[config.mk]
export PLATFORM = sky130hd
export DESIGN_NAME = hazard_scoreboard
export DESIGN_NICKNAME = d
export VERILOG_FILES = /design/src/rtl/hazard_scoreboard.sv
export SDC_FILE = /design/constraint.sdc
export NUM_CORES = 1
export LEC_CHECK = 0
export CAP_MARGIN = 20
export CORE_MARGIN = 1.5
export CORE_UTILIZATION = 49
export DETAILED_ROUTE_END_ITERATION = 10
export HOLD_SLACK_MARGIN = 0.06
export MAX_ROUTING_LAYER = met4
export PLACE_DENSITY_LB_ADDON = 0.3
export SYNTH_ARGS = -nofsm -noshare
export SYNTH_HDL_FRONTEND = slang
export SYNTH_SLANG_ARGS = --single-unit
[constraint.sdc]
create_clock -name clk -period 2.7 [get_ports clk]
set_input_delay 0.27 -clock clk [delete_from_list [all_inputs] [get_ports clk]]
set_output_delay 0.27 -clock clk [all_outputs]
set_load 0.05 [all_outputs]
[src/rtl/hazard_scoreboard.sv]
// Pipeline hazard/stall controller: load-use scoreboard, MDU busy interlock,
// branch/jump flush priority and a saturating stall-cycle counter.
module hazard_scoreboard #(
   parameter int REG_AW   = 5,
   parameter int LOAD_LAT = 1,
   parameter int MDU_LAT  = 32,
   parameter int CNT_W    = 32
) (
   input  logic              clk,
   input  logic              rst_n,
   input  logic [REG_AW-1:0] id_rs,
   input  logic [REG_AW-1:0] id_rt,
   input  logic              id_rs_used,
   input  logic              id_rt_used,
   input  logic [REG_AW-1:0] id_rd,
   input  logic              id_is_load,
   input  logic              id_is_mdu,
   input  logic              id_reads_hilo,
   input  logic              id_is_jump,
   input  logic              ex_branch_taken,
   output logic              pc_wr_en,
   output logic              if_id_wr_en,
   output logic              if_id_flush,
   output logic              id_ex_flush,
   output logic              mdu_busy,
   output logic [CNT_W-1:0]  stall_cnt
);

   localparam logic [7:0] MDU_INIT = 8'(MDU_LAT);

   logic [LOAD_LAT-1:0] sb_valid;
   logic [REG_AW-1:0]   sb_rd [LOAD_LAT];
   logic [7:0]          mdu_cnt;
   logic                mdu_active;
   logic                load_use;
   logic                mdu_stall;
   logic                stall;
   logic                advance;

   // Entry 0 tracks the instruction now in EX; register 0 is never a hazard.
   always_comb begin
      load_use = 1'b0;
      for (int k = 0; k < LOAD_LAT; k++) begin
         if (sb_valid[k] && (sb_rd[k] != '0) &&
             ((id_rs_used && (sb_rd[k] == id_rs)) ||
              (id_rt_used && (sb_rd[k] == id_rt))))
            load_use = 1'b1;
      end
   end

   assign mdu_active = (mdu_cnt != 8'd0);
   assign mdu_stall  = mdu_active && (id_is_mdu || id_reads_hilo);
   assign stall      = (load_use || mdu_stall) && !ex_branch_taken;
   assign advance    = !stall && !ex_branch_taken;
   assign mdu_busy   = rst_n && mdu_active;

   // Branch beats stall beats jump; reset forces the idle pattern.
   always_comb begin
      pc_wr_en    = 1'b1;
      if_id_wr_en = 1'b1;
      if_id_flush = 1'b0;
      id_ex_flush = 1'b0;
      if (rst_n) begin
         if (ex_branch_taken) begin
            if_id_flush = 1'b1;
            id_ex_flush = 1'b1;
         end else if (stall) begin
            pc_wr_en    = 1'b0;
            if_id_wr_en = 1'b0;
            id_ex_flush = 1'b1;
         end else if (id_is_jump) begin
            if_id_flush = 1'b1;
         end
      end
   end

   // Scoreboard shifts every cycle; stalled or squashed ID slots enter as bubbles.
   always_ff @(posedge clk) begin
      if (!rst_n) begin
         sb_valid <= '0;
         for (int k = 0; k < LOAD_LAT; k++)
            sb_rd[k] <= '0;
      end else begin
         for (int k = LOAD_LAT - 1; k > 0; k--) begin
            sb_valid[k] <= sb_valid[k-1];
            sb_rd[k]    <= sb_rd[k-1];
         end
         sb_valid[0] <= advance && id_is_load && (id_rd != '0);
         sb_rd[0]    <= advance ? id_rd : '0;
      end
   end

   always_ff @(posedge clk) begin
      if (!rst_n)
         mdu_cnt <= 8'd0;
      else if (advance && id_is_mdu)
         mdu_cnt <= MDU_INIT;
      else if (mdu_active)
         mdu_cnt <= mdu_cnt - 8'd1;
   end

   always_ff @(posedge clk) begin
      if (!rst_n)
         stall_cnt <= '0;
      else if (stall && (stall_cnt != '1))
         stall_cnt <= stall_cnt + CNT_W'(1);
   end

endmodule

== Yosys cells after proc, flatten, opt, wreduce, memory -nomap -nowiden ==
Memory sizes are Yosys's and may differ from the RTL's.
Cells that the tools add are included.
Widths: inputs -> output; s select.

* Flip-flop bits (word level): 41
* Memory bits (writable): 5
* Input port bits: 24
* Output and inout port bits: 37
* Logic and storage cells: 52
* Memories: 1

* $add $sub $neg: 2
* Equality and inequality tests: 3
* Multiplexer cells: 18
* Bitwise operators: 1
* Reduce and logical (&&, ||, !) cells: 23

{| class="wikitable"
|+ Memory list
! memory !! depth !! width !! read ports !! clocked after Yosys merged registers in !! write ports !! RTL line !! source
|-
| sb_rd || 1 || 5 || 1 || 0 || 1 || 32 || <nowiki>logic [REG_AW-1:0] sb_rd [LOAD_LAT];</nowiki>
|}

{| class="wikitable"
|+ Operator list
! kind !! number
|-
| $add 32x1->32 const B || 1
|-
| $ne 32x32->1 const B || 1
|-
| $mux 1 || 14
|-
| $logic_and 1x1->1 || 12
|-
| $mux 6 || 2
|-
| $eq 5x5->1 || 2
|-
| $mux 5 || 2
|-
| $reduce_bool 5->1 || 2
|-
| $reduce_bool 8->1 || 1
|-
| $sub 8x1->8 const B || 1
|-
| $reduce_or 5->1 || 1
|-
| $logic_or 1x1->1 || 3
|-
| $logic_not 1->1 || 2
|-
| $reduce_bool 2->1 || 1
|-
| $reduce_or 2->1 || 1
|-
| $not 1->1 || 1
|}

== Logic depth before layout (Yosys ltp) ==
An unclocked memory read counts as a cell.

* Depth after elaboration: 12
* Mapped depth: 9
* Depth with buffers taken out: 8

== Worst setup path after synthesis ==
OpenSTA, ideal clock, no wires.

* Path kind: register to output
* From: memory sb_rd[0][3]
* To: output port pc_wr_en
* Arrival: 2189 ps
* Data required time: 2430 ps
* Setup slack: 241 ps
* Cell stages (with the launch flop): 9
* Buffers on the path: 2
* Cell sequence: dfxtp_1 xor2_1 nor4_1 a32oi_1 o21ai_4 buf_2 inv_1 or3_1 buf_4

* Cells in the longest elaborated chain, start to end: 11
* Elaborated cells on any way between the ends: 15
* Those cells by class: eq/ne (2); mux (4); reduce/logical (8); memory (1)

{| class="wikitable"
|+ RTL lines
! item !! RTL line !! source
|-
| start, declared || 32 ||
|-
| $mem_v2 1x5 (*) || - ||
|-
| $eq 5x5->1, on equally long branches || 45, 46 ||
|-
| $logic_and 1x1->1, on equally long branches || 45, 46 ||
|-
| $logic_or 1x1->1 || 45 || <nowiki>((id_rs_used && (sb_rd[k] == id_rs)) ||</nowiki>
|-
| $logic_and 1x1->1 (*) || 44 || <nowiki>if (sb_valid[k] && (sb_rd[k] != '0) &&</nowiki>
|-
| $mux 1 (*) || 44 ||
|-
| $logic_or 1x1->1 (*) || 53 || <nowiki>assign stall = (load_use || mdu_stall) && !ex_branch_taken;</nowiki>
|-
| $logic_and 1x1->1 (*) || 53 ||
|-
| $mux 1 (*) (3 in a row) || - ||
|-
| end, declared || 21 || <nowiki>output logic pc_wr_en,</nowiki>
|}

Mark *: on every way between the ends. The rest lies on a longest branch, timed or not.

== Worst setup path after layout ==
* From: input port id_rt[3]
* To: output port pc_wr_en

* Cells in the longest elaborated chain, start to end: 10

{| class="wikitable"
|+ RTL lines
! item !! RTL line !! source
|-
| start, declared || 12 || <nowiki>input logic [REG_AW-1:0] id_rt,</nowiki>
|-
| $eq 5x5->1 || 46 || <nowiki>(id_rt_used && (sb_rd[k] == id_rt))))</nowiki>
|-
| $logic_and 1x1->1 || 46 ||
|-
| $logic_or 1x1->1 || 45 ||
|-
| $logic_and 1x1->1 || 44 ||
|-
| $mux 1 || 44 ||
|-
| $logic_or 1x1->1 || 53 ||
|-
| $logic_and 1x1->1 || 53 ||
|-
| $mux 1 || 67 || <nowiki>end else if (stall) begin</nowiki>
|-
| $mux 1 || 64 || <nowiki>if (ex_branch_taken) begin</nowiki>
|-
| $mux 1 || 63 || <nowiki>if (rst_n) begin</nowiki>
|}

No other way between the ends.

==> reports/qor.log <==
qor: clocking.cts-root-to-sink-buffers 2
qor: sta.max_clock_skew 0.00645 ns
qor: outcome.status finished, final reports clean
qor: detailed_routing.final_antenna_net_count 0
qor: setup_path.critPathCaptureType output pin
qor: grt.gr-total-overflow 0
qor: sta.relSlewSlack 64.7%
qor: finish.fin_cells 399
qor: synth.syn-num-nets 303
qor: grt.grt_pass1_wl 8840 um
qor: grt.grt_max_degree 28
qor: place.pre_cts_ws 0.143 ns
qor: clocking.cts_setup_buffers 0
qor: sta.clock.fmax 409 MHz
qor: sta.rsz_0062_raised_after_global_routing no
qor: die.width_of_the_chip 72.6 um
qor: place.port_buffers 60
qor: setup_path.timing.critical_path.slowest_cell_delay 0.41 ns
qor: clocking.clock-root-buffer clkbuf_8
qor: clocking.insertion_delay 0.29 ns
qor: die.die_height 72.6 um
qor: setup_path.worst-endpoint-arrival 2.18 ns
qor: synth.synth-seq-area-share 38.8%
qor: die.floorplan.die_area 5270 um^2
qor: sta.post-route-period-util 90.6%
qor: synth.postSynth.topFlopCell dfxtp_1
qor: detailed_routing.finalWirelength 5420 um
qor: sta.setup_total_negative_slack 0 ns
qor: die.num_io_pins 61
qor: grt.grt_pass1_vias 2001
qor: setup_path.crit_path_start_kind primary input
qor: sta.worst_slack 0.253 ns
qor: finish.finalCoreUtilization 67.2%
qor: detailed_routing.remaining_drc_errors 0
qor: synth.syn-mean-instance-area 8.60 um^2
qor: synth.synthesis.instances 276
qor: synth.asyncSetResetFlopFracSynth 0%
qor: place.placedCellCount 391
qor: power.power.static_leakage 1.14 nW
qor: place.routability_congestion 0.907
qor: detailed_routing.detail_route.wl_per_cell 13.6 um
qor: power.power_density 601 nW/um^2
qor: power.vdd_drop_max 0.301 mV
qor: detailed_routing.drt-pass1-iter-count 4
qor: synth.ys_types 46
qor: sta.post-route-min-period 2.45 ns
qor: detailed_routing.routed-via-count 2174
qor: clocking.tritoncts built
qor: detailed_routing.drt_first_iter_violations 66
qor: finish.seqCellArea 921 um^2
qor: synth.netlist_area 2370 um^2
qor: die.core.rowCount 25
qor: synth.synth_top_area_share 38.8%
qor: finish.antennaDiodeCount 0
qor: finish.multiInputGateArea 1380 um^2
qor: sta.final_max_slew_viol_count 0
qor: clocking.clk_pin_slew_worst_paths 0.08 ns
qor: clocking.cts_hold_buffers 0
qor: synth.yosys.cell_count.top_type dfxtp_1
qor: finish.proportion_of_layout_cells_with_a_drive_suffix_above_1 10.1%
qor: grt.grt_util_all_layers 21.6%
qor: finish.fill_cell_total_of_the_finished_layout 403
qor: synth.synth_commonest_cells dfxtp_1, nor2_1, xor2_1
qor: synth.synth_enable_flop_cells 0
qor: setup_path.list_of_cells_traversed_by_the_critical_path clkdlybuf4s50_1 -> xor2_1 -> nor4_1 -> a32oi_1 -> o21ai_4 -> inv_1 -> or3_1 -> buf_4
qor: finish.design.final.nets 371
qor: place.dpl.hpwl 3970 um
qor: setup_path.crit_path_top_delay_cell clkdlybuf4s50_1
qor: hold_path.timing.hold.worst.class flop to flop
qor: clocking.cts-resized-gates 0
qor: finish.syn2layout_area_growth 32.8%
qor: setup_path.cp.required 2.43 ns
qor: synth.yosys_warnings 0
qor: detailed_routing.dr_vias_cell 5.45
qor: grt.antenna_found_initial 0
qor: synth.postSynthRegisterBits 46
qor: clocking.cts_sink_count 46
qor: synth.synth.largest_area_cell dfxtp_1
qor: clocking.clock_tree.htree_level_count 2
qor: sta.setup_viol_count_final 0
qor: sta.tightest_slew 0.528 ns
qor: clocking.cts_inserted_buffers 5
qor: job.maxCapViolations 0
qor: setup_path.criticalPathCategory primary input to output pin
qor: setup_path.critical_path.max_fanout 7
qor: synth.synth_top_cells_by_area dfxtp_1, xor2_1, nor2_1, xnor2_1, and2_1
qor: sta.timing_hold_violations_final 0
qor: die.initial_utilization 50.6%
qor: die.core 4690 um^2
-- final cells by class --
cell class	count	share of cell area, %
Clock inverter	1	0.159
Sequential cell	46	29.2
Clock buffer	7	2.74
Inverter	7	0.833
Multi-Input combinational cell	215	43.8
Tap cell	54	2.14
Timing Repair Buffer	69	21.2
-- cell families after synthesis --
kind of cell / Yosys count / share of synthesized area (%)
buf+inv: 15 / 3.11
compound gates: 31 / 8.80
flops: 46 / 38.8
simple gates: 144 / 34.1
fa+ha+maj: 3 / 1.58
xor+xnor: 37 / 13.6
-- metrics by stage --
stage / area [um^2] / hold slack (ns) / total power, W
2_1_floorplan: 2370 / 0.392 / 0.00130
3_3_place_gp: 3060 / 0.474 / 0.00147
3_5_place_dp: 3060 / 0.488 / 0.00148
4_1_cts: 3150 / 0.500 / 0.00191
5_1_grt: 3150 / 0.531 / 0.00201
6_report: 3150 / 0.502 / 0.00190
-- registers in the layout, indices dropped and copies added, names as in the netlist --
name,flops
sb_rd,5
stall_cnt,32
sb_valid,1
mdu_cnt,8
-- metal layers --
layer,global-route usage [%],up-vias,part of all wire [%]
li1,-,1110,-
met4,5.24,0,1.4
met2,34.8,53,47
met5,-,-,0
met3,4.14,12,3.9
met1,28.1,999,48
-- worst max-delay path: cells and delay by family --
family / cells / cell delay, ns
xor gates and xnor gates: 1 / 0.15
AOI/OAI and AO/OA: 2 / 0.45
and+or+nand+nor: 2 / 0.60
buffers and inverters: 3 / 0.70
-- power by group --
| group | switching [W] | internal [W] |
|---|---|---|
| logic | 0.000386 | 0.000266 |
| registers | 0.0000695 | 0.000746 |
| clock network | 0.000223 | 0.000207 |
-- path summary, 6_finish.rpt --
kind / startpoint / endpoint / slack [ns] / cells past startpoint
setup / recovery: id_rt[3] / pc_wr_en / 0.25 / 8
hold / removal: stall_cnt[27] / stall_cnt[27] / 0.50 / 2
setup reg to reg: stall_cnt[11] / stall_cnt[9] / 0.45 / 8
hold reg to reg: stall_cnt[27] / stall_cnt[27] / 0.50 / 2
-- layout by cell type (no fill, tap or decap), types with 4 or more instances in the layout --
cell,Yosys,layout
or4_1,6,6
clkdlybuf4s50_1,0,55
nand3_1,16,16
dfxtp_1,46,46
nand4_1,12,12
buf_4,2,13
xor2_1,23,23
xnor2_1,14,14
nor3_1,6,6
nand3_2,4,4
nor2_1,36,36
nor4_1,5,5
and3_1,4,4
nand2_1,20,20
or3_1,5,5
and4_1,4,4
a21oi_1,11,11
o31ai_1,5,5
inv_1,6,6
and2_1,14,14
clkbuf_8,0,6
No activity file was read; power rests on OpenSTA's default activity.
==> patch 1, RTL diff (config.mk and constraints unchanged) <==
Set the parameter `REG_AW` to 7 (it was 5).
--- a/src/rtl/hazard_scoreboard.sv
+++ b/src/rtl/hazard_scoreboard.sv
@@ -1,7 +1,7 @@
 // Pipeline hazard/stall controller: load-use scoreboard, MDU busy interlock,
 // branch/jump flush priority and a saturating stall-cycle counter.
 module hazard_scoreboard #(
-   parameter int REG_AW   = 5,
+   parameter int REG_AW   = 7,
    parameter int LOAD_LAT = 1,
    parameter int MDU_LAT  = 32,
    parameter int CNT_W    = 32
Interface: changed (resized id_rd, id_rs and id_rt); port bits go from 61 to 67. No check against the original RTL was run, so the function may have changed too.
==> patch 1 against the original RTL <==
- hold slack worse by 0.0022 ns
- critical path type is now register to output pin
- synthesized cell count is 4.0% higher
- setup slack worse by 0.10 ns
- largest power group unchanged
- wire length is 6.7% higher
- synthesized area is 4.3% higher
- cell area is 7.6% higher
- power is 16% higher
- sequential cell count is 2 higher
- critical endpoint unchanged
- highest routed layer unchanged
==> patch 1: results (changes against the original RTL) <==
[metrics] outcome: finished, final reports clean
[metrics] Synth Area in XOR/XNOR: 0.0955 (-0.0410)
[metrics] setup skew after layout: 0.0116 ns (+0.00516 ns)
[metrics] sequential share of cell area: 0.283 (-0.00876)
[metrics] cells taking the most area after synthesis: sky130_fd_sc_hd__dfxtp_1 39%, sky130_fd_sc_hd__xnor2_1 7.8%, sky130_fd_sc_hd__nand2_1 4.1%
[metrics] number of DRC markers in iteration 0: 106 (+61%)
[metrics] post-place setup slack: 0.286 ns (+0.143 ns)
[metrics] worst stage delay on the critical path: 0.54 ns (+0.13 ns)
[metrics] detailed-routed wire length on met2: 2.88 mm (+13%)
[metrics] Arr. time, crit path: 2.28 ns (+0.10 ns)
[metrics] routed length per instance: 13.7 um (+0.88%)
[metrics] sequential-to-total area share from yosys stat: 0.388 (about the same)
[metrics] share of layout cells above drive strength 1: 0.0901 (-0.0113)
[metrics] first element of the critical path: sb_rd[0][3]
[metrics] number of non-clock buffers: 72 (+4.3%)
[metrics] hold wc startpoint: stall_cnt[23]
[metrics] startpoint of the worst-slack reg-to-reg timing path: stall_cnt[16]
[metrics] share of final layout cell area taken by non-clock buffers: 0.223 (+0.0109)
[metrics] worst flop-to-flop path endpoint: stall_cnt[14]
[metrics] worst hold path endpoint: stall_cnt[23]
[metrics] weighted congestion at the end of routability-driven global placement: 0.799 (-12%)
[metrics] portion of netlist area occupied by mux cells: 0.0283 (+0.0283)
[metrics] top post-synthesis cells by count: 48 x sky130_fd_sc_hd__dfxtp_1, 27 x sky130_fd_sc_hd__nand2_1, 22 x sky130_fd_sc_hd__xnor2_1, 21 x sky130_fd_sc_hd__nor2_1, 19 x sky130_fd_sc_hd__a21oi_1
[metrics] biggest fanout along the worst timing path: 6 (-1)
[metrics] post-DR vias/cell: 5.46 (+0.16%)
[metrics] number of storage elements in the synthesis netlist: 48 (+4.3%)
[metrics] Std-Cell Core Area: 4790 um^2 (+2.0%)
[metrics] post-synth net total: 320 (+5.6%)
[metrics] clock insertion delay at the later pin of the skew report: 0.31 ns (+0.02 ns)
[metrics] slowest cell on the critical path: sky130_fd_sc_hd__or4_1
[metrics] multi-input logic area: 1420 um^2 (+3.0%)
[metrics] count of distinct cell types in the synthesized netlist: 44 (-4.3%)
## patch 1: kinds of logic after synthesis
logic type                 after synthesis
muxes                                    7
buffers and inverters                   21
AOI/OAI and AO/OA                       52
DFF                                     48
xor gates and xnor gates                27
and+or+nand+nor                        129
adders and majority gates                3
## patch 1: power groups by stage
stage / Clock (W) / Sequential, W / Combinational, W
after floorplan: 0 / 0.000875 / 0.000479
after global placement: 0 / 0.000859 / 0.000682
after detailed placement: 0 / 0.000861 / 0.000701
after CTS: 0.000642 / 0.000845 / 0.000709
after global routing: 0.000661 / 0.000857 / 0.000787
final: 0.000628 / 0.000845 / 0.000718
## patch 1: timing repair
item / 4_1_cts / 5_1_grt
cloned: 0 / 0
hold buffers: 0 / 0
resized for setup: 1 / 1
endpoints found under the setup margin: 2 / 1
## patch 1: per-layer routing
metal / vias up / global-route usage
li1: 1162 / -
met1: 1075 / 0.265
met2: 58 / 0.388
met3: 8 / 0.0474
met4: 0 / 0.0679
met5: - / -
==> patch 2, RTL diff (config.mk and constraints unchanged) <==
Without the edit above. Register the output `stall_cnt` once more, without a reset; this adds one clock of latency there. The other outputs are not delayed to match.
--- a/src/rtl/hazard_scoreboard.sv
+++ b/src/rtl/hazard_scoreboard.sv
@@ -27,6 +27,8 @@
 );
 
    localparam logic [7:0] MDU_INIT = 8'(MDU_LAT);
+
+   logic [CNT_W-1:0] stall_cnt_s0;
 
    logic [LOAD_LAT-1:0] sb_valid;
    logic [REG_AW-1:0]   sb_rd [LOAD_LAT];
@@ -101,9 +103,13 @@
 
    always_ff @(posedge clk) begin
       if (!rst_n)
-         stall_cnt <= '0;
-      else if (stall && (stall_cnt != '1))
-         stall_cnt <= stall_cnt + CNT_W'(1);
+         stall_cnt_s0 <= '0;
+      else if (stall && (stall_cnt_s0 != '1))
+         stall_cnt_s0 <= stall_cnt_s0 + CNT_W'(1);
+   end
+
+   always_ff @(posedge clk) begin
+      stall_cnt <= stall_cnt_s0;
    end
 
 endmodule
Function: changed (a bounded check fails within 4 cycles, from zero or initial values and one cycle with rst_n low).
==> patch 2 against the original RTL <==
- first-iteration DRC count rose to 2.5 times the old value
- wire length up 13%
- synthesized area up 25%
- via count up 11%
- cell area up 27%
- count of clock-buffer cells in the layout up 6
- critical path type is now register to output pin
- critical path depth unchanged
- power up 60%
- critical endpoint unchanged
- setup slack worse by 0.025 ns
- sequential cell count up 32
- non-clock buffer count up 6
- die area up 24%
==> patch 2: results (changes against the original RTL) <==
[metrics] hold wc startpoint: stall_cnt_s0[22]
[metrics] share of layout cells above drive strength 1: 0.100 (-0.00145)
[metrics] peak supply drop: 0.541 mV (+80%)
[metrics] worst slew margin relative to its limit: 0.642 (-0.00480)
[metrics] Placed Area: 3760 um^2 (+23%)
[metrics] final setup margin: 0.228 ns (-0.0252 ns)
[metrics] fraction of met2 tracks used by global routing: 0.308 (-0.0393)
[metrics] Post-CTS Repair Setup Buffers: 0 (unchanged)
[metrics] post-place setup slack: 0.105 ns (-0.0383 ns)
[metrics] weighted congestion at the end of routability-driven global placement: 0.815 (-10%)
[metrics] largest registers: stall_cnt: 32 flops, stall_cnt_s0: 32 flops, mdu_cnt: 8 flops
[metrics] first element of the critical path: mdu_cnt[0]
[metrics] Critical Path End: pc_wr_en
[metrics] dpl hpwl: 4.36 mm (+9.8%)
[metrics] global-route track usage on met3: 0.0371 (-0.00436)
[metrics] number of DRC markers in iteration 0: 167 (+150%)
[metrics] count of distinct cell types in the synthesized netlist: 42 (-8.7%)
[metrics] startpoint of the worst-slack reg-to-reg timing path: stall_cnt_s0[15]
[metrics] Leakage Power: 1.47 nW (+29%)
[metrics] sequential-to-total area share from yosys stat: 0.526 (+0.138)
[metrics] share of synthesized registers carrying an async set or reset: 0 (unchanged)
[metrics] top post-synthesis cells by count: 78 x sky130_fd_sc_hd__dfxtp_1, 37 x sky130_fd_sc_hd__nor2_1, 26 x sky130_fd_sc_hd__nand2_1, 26 x sky130_fd_sc_hd__xnor2_1, 16 x sky130_fd_sc_hd__nor3_1
[metrics] worst hold path endpoint: stall_cnt[22]
[metrics] maximum level of the CTS H-tree: 3 (+1)
[metrics] final layout net count: 412 (+11%)
[metrics] setup skew after layout: 0.0104 ns (+0.00391 ns)
[metrics] cells taking the most area after synthesis: sky130_fd_sc_hd__dfxtp_1 53%, sky130_fd_sc_hd__xnor2_1 7.7%, sky130_fd_sc_hd__nor2_1 4.7%
[metrics] post-synth net total: 338 (+12%)
[metrics] wire length of the first global-routing pass: 10.0 mm (+13%)
[metrics] met1 track demand over resource: 0.264 (-0.0161)
[metrics] maximum number of pins on one net before global-route repair: 18 (-36%)
[metrics] worst flop-to-flop path endpoint: stall_cnt_s0[19]
[metrics] clock insertion delay at the later pin of the skew report: 0.35 ns (+0.06 ns)
[metrics] outcome: finished, final reports clean
[metrics] cell count of the worst hold path: 0 (-2)
[metrics] post-DR vias/cell: 5.19 (-4.7%)
[metrics] Arr. time, crit path: 2.20 ns (+0.02 ns)
[metrics] routed length per instance: 13.2 um (-2.6%)
[metrics] slowest cell on the critical path: sky130_fd_sc_hd__dfxtp_1
-- patch 2: changes by cell type after synthesis, moves of 6 or more --
cell                      unedited run  this run
sky130_fd_sc_hd__dfxtp_1            46        78
sky130_fd_sc_hd__nand2_1            20        26
sky130_fd_sc_hd__xnor2_1            14        26
sky130_fd_sc_hd__xor2_1             23        12
sky130_fd_sc_hd__and2_1             14         4
sky130_fd_sc_hd__nor3_1              6        16
-- patch 2: kinds of logic after synthesis --
| kind of cell | after synthesis | synth area share |
|---|---|---|
| xor gates and xnor gates | 38 | 0.112 |
| adders and majority gates | 3 | 0.0126 |
| DFF | 78 | 0.526 |
| AOI/OAI and AO/OA | 22 | 0.0476 |
| buffers and inverters | 20 | 0.0325 |
| muxes | 4 | 0.0135 |
| and+or+nand+nor | 146 | 0.255 |
-- patch 2: where the power goes --
| group | internal [W] | switching, W | leakage, nW |
|---|---|---|---|
| sequential | 0.00123 | 0.0000731 | 0.631 |
| clock | 0.000666 | 0.000398 | 0.124 |
| combinational | 0.000300 | 0.000374 | 0.713 |
| total | 0.00219 | 0.000846 | 1.47 |
-- patch 2: layout make-up --
class                   count  area, um^2  share of cell area
flip-flops and latches     78        1560               0.389
multi-input cells         213        1320               0.328
repair buffers             75         763               0.190
clock buffers              13         159              0.0396
well taps                  75        93.8              0.0234
clock inverters             3        90.1              0.0224
inverters                   8        30.0             0.00748
-- patch 2: per-stage QoR --
stage	cells	utilization	hold slack (ns)
finish	465	0.682	0.378
global route	465	0.682	0.386
CTS	465	0.681	0.376
detailed placement	449	0.639	0.361
global placement	449	0.639	0.357
floorplan	311	-	0.351
-- patch 2: metal layers --
layer	part of all wire	up-vias	wire (um)
met4	0.030	0	183
li1	-	1222	-
met5	0	-	0
met2	0.47	47	2870
met3	0.033	16	205
met1	0.47	1129	2890
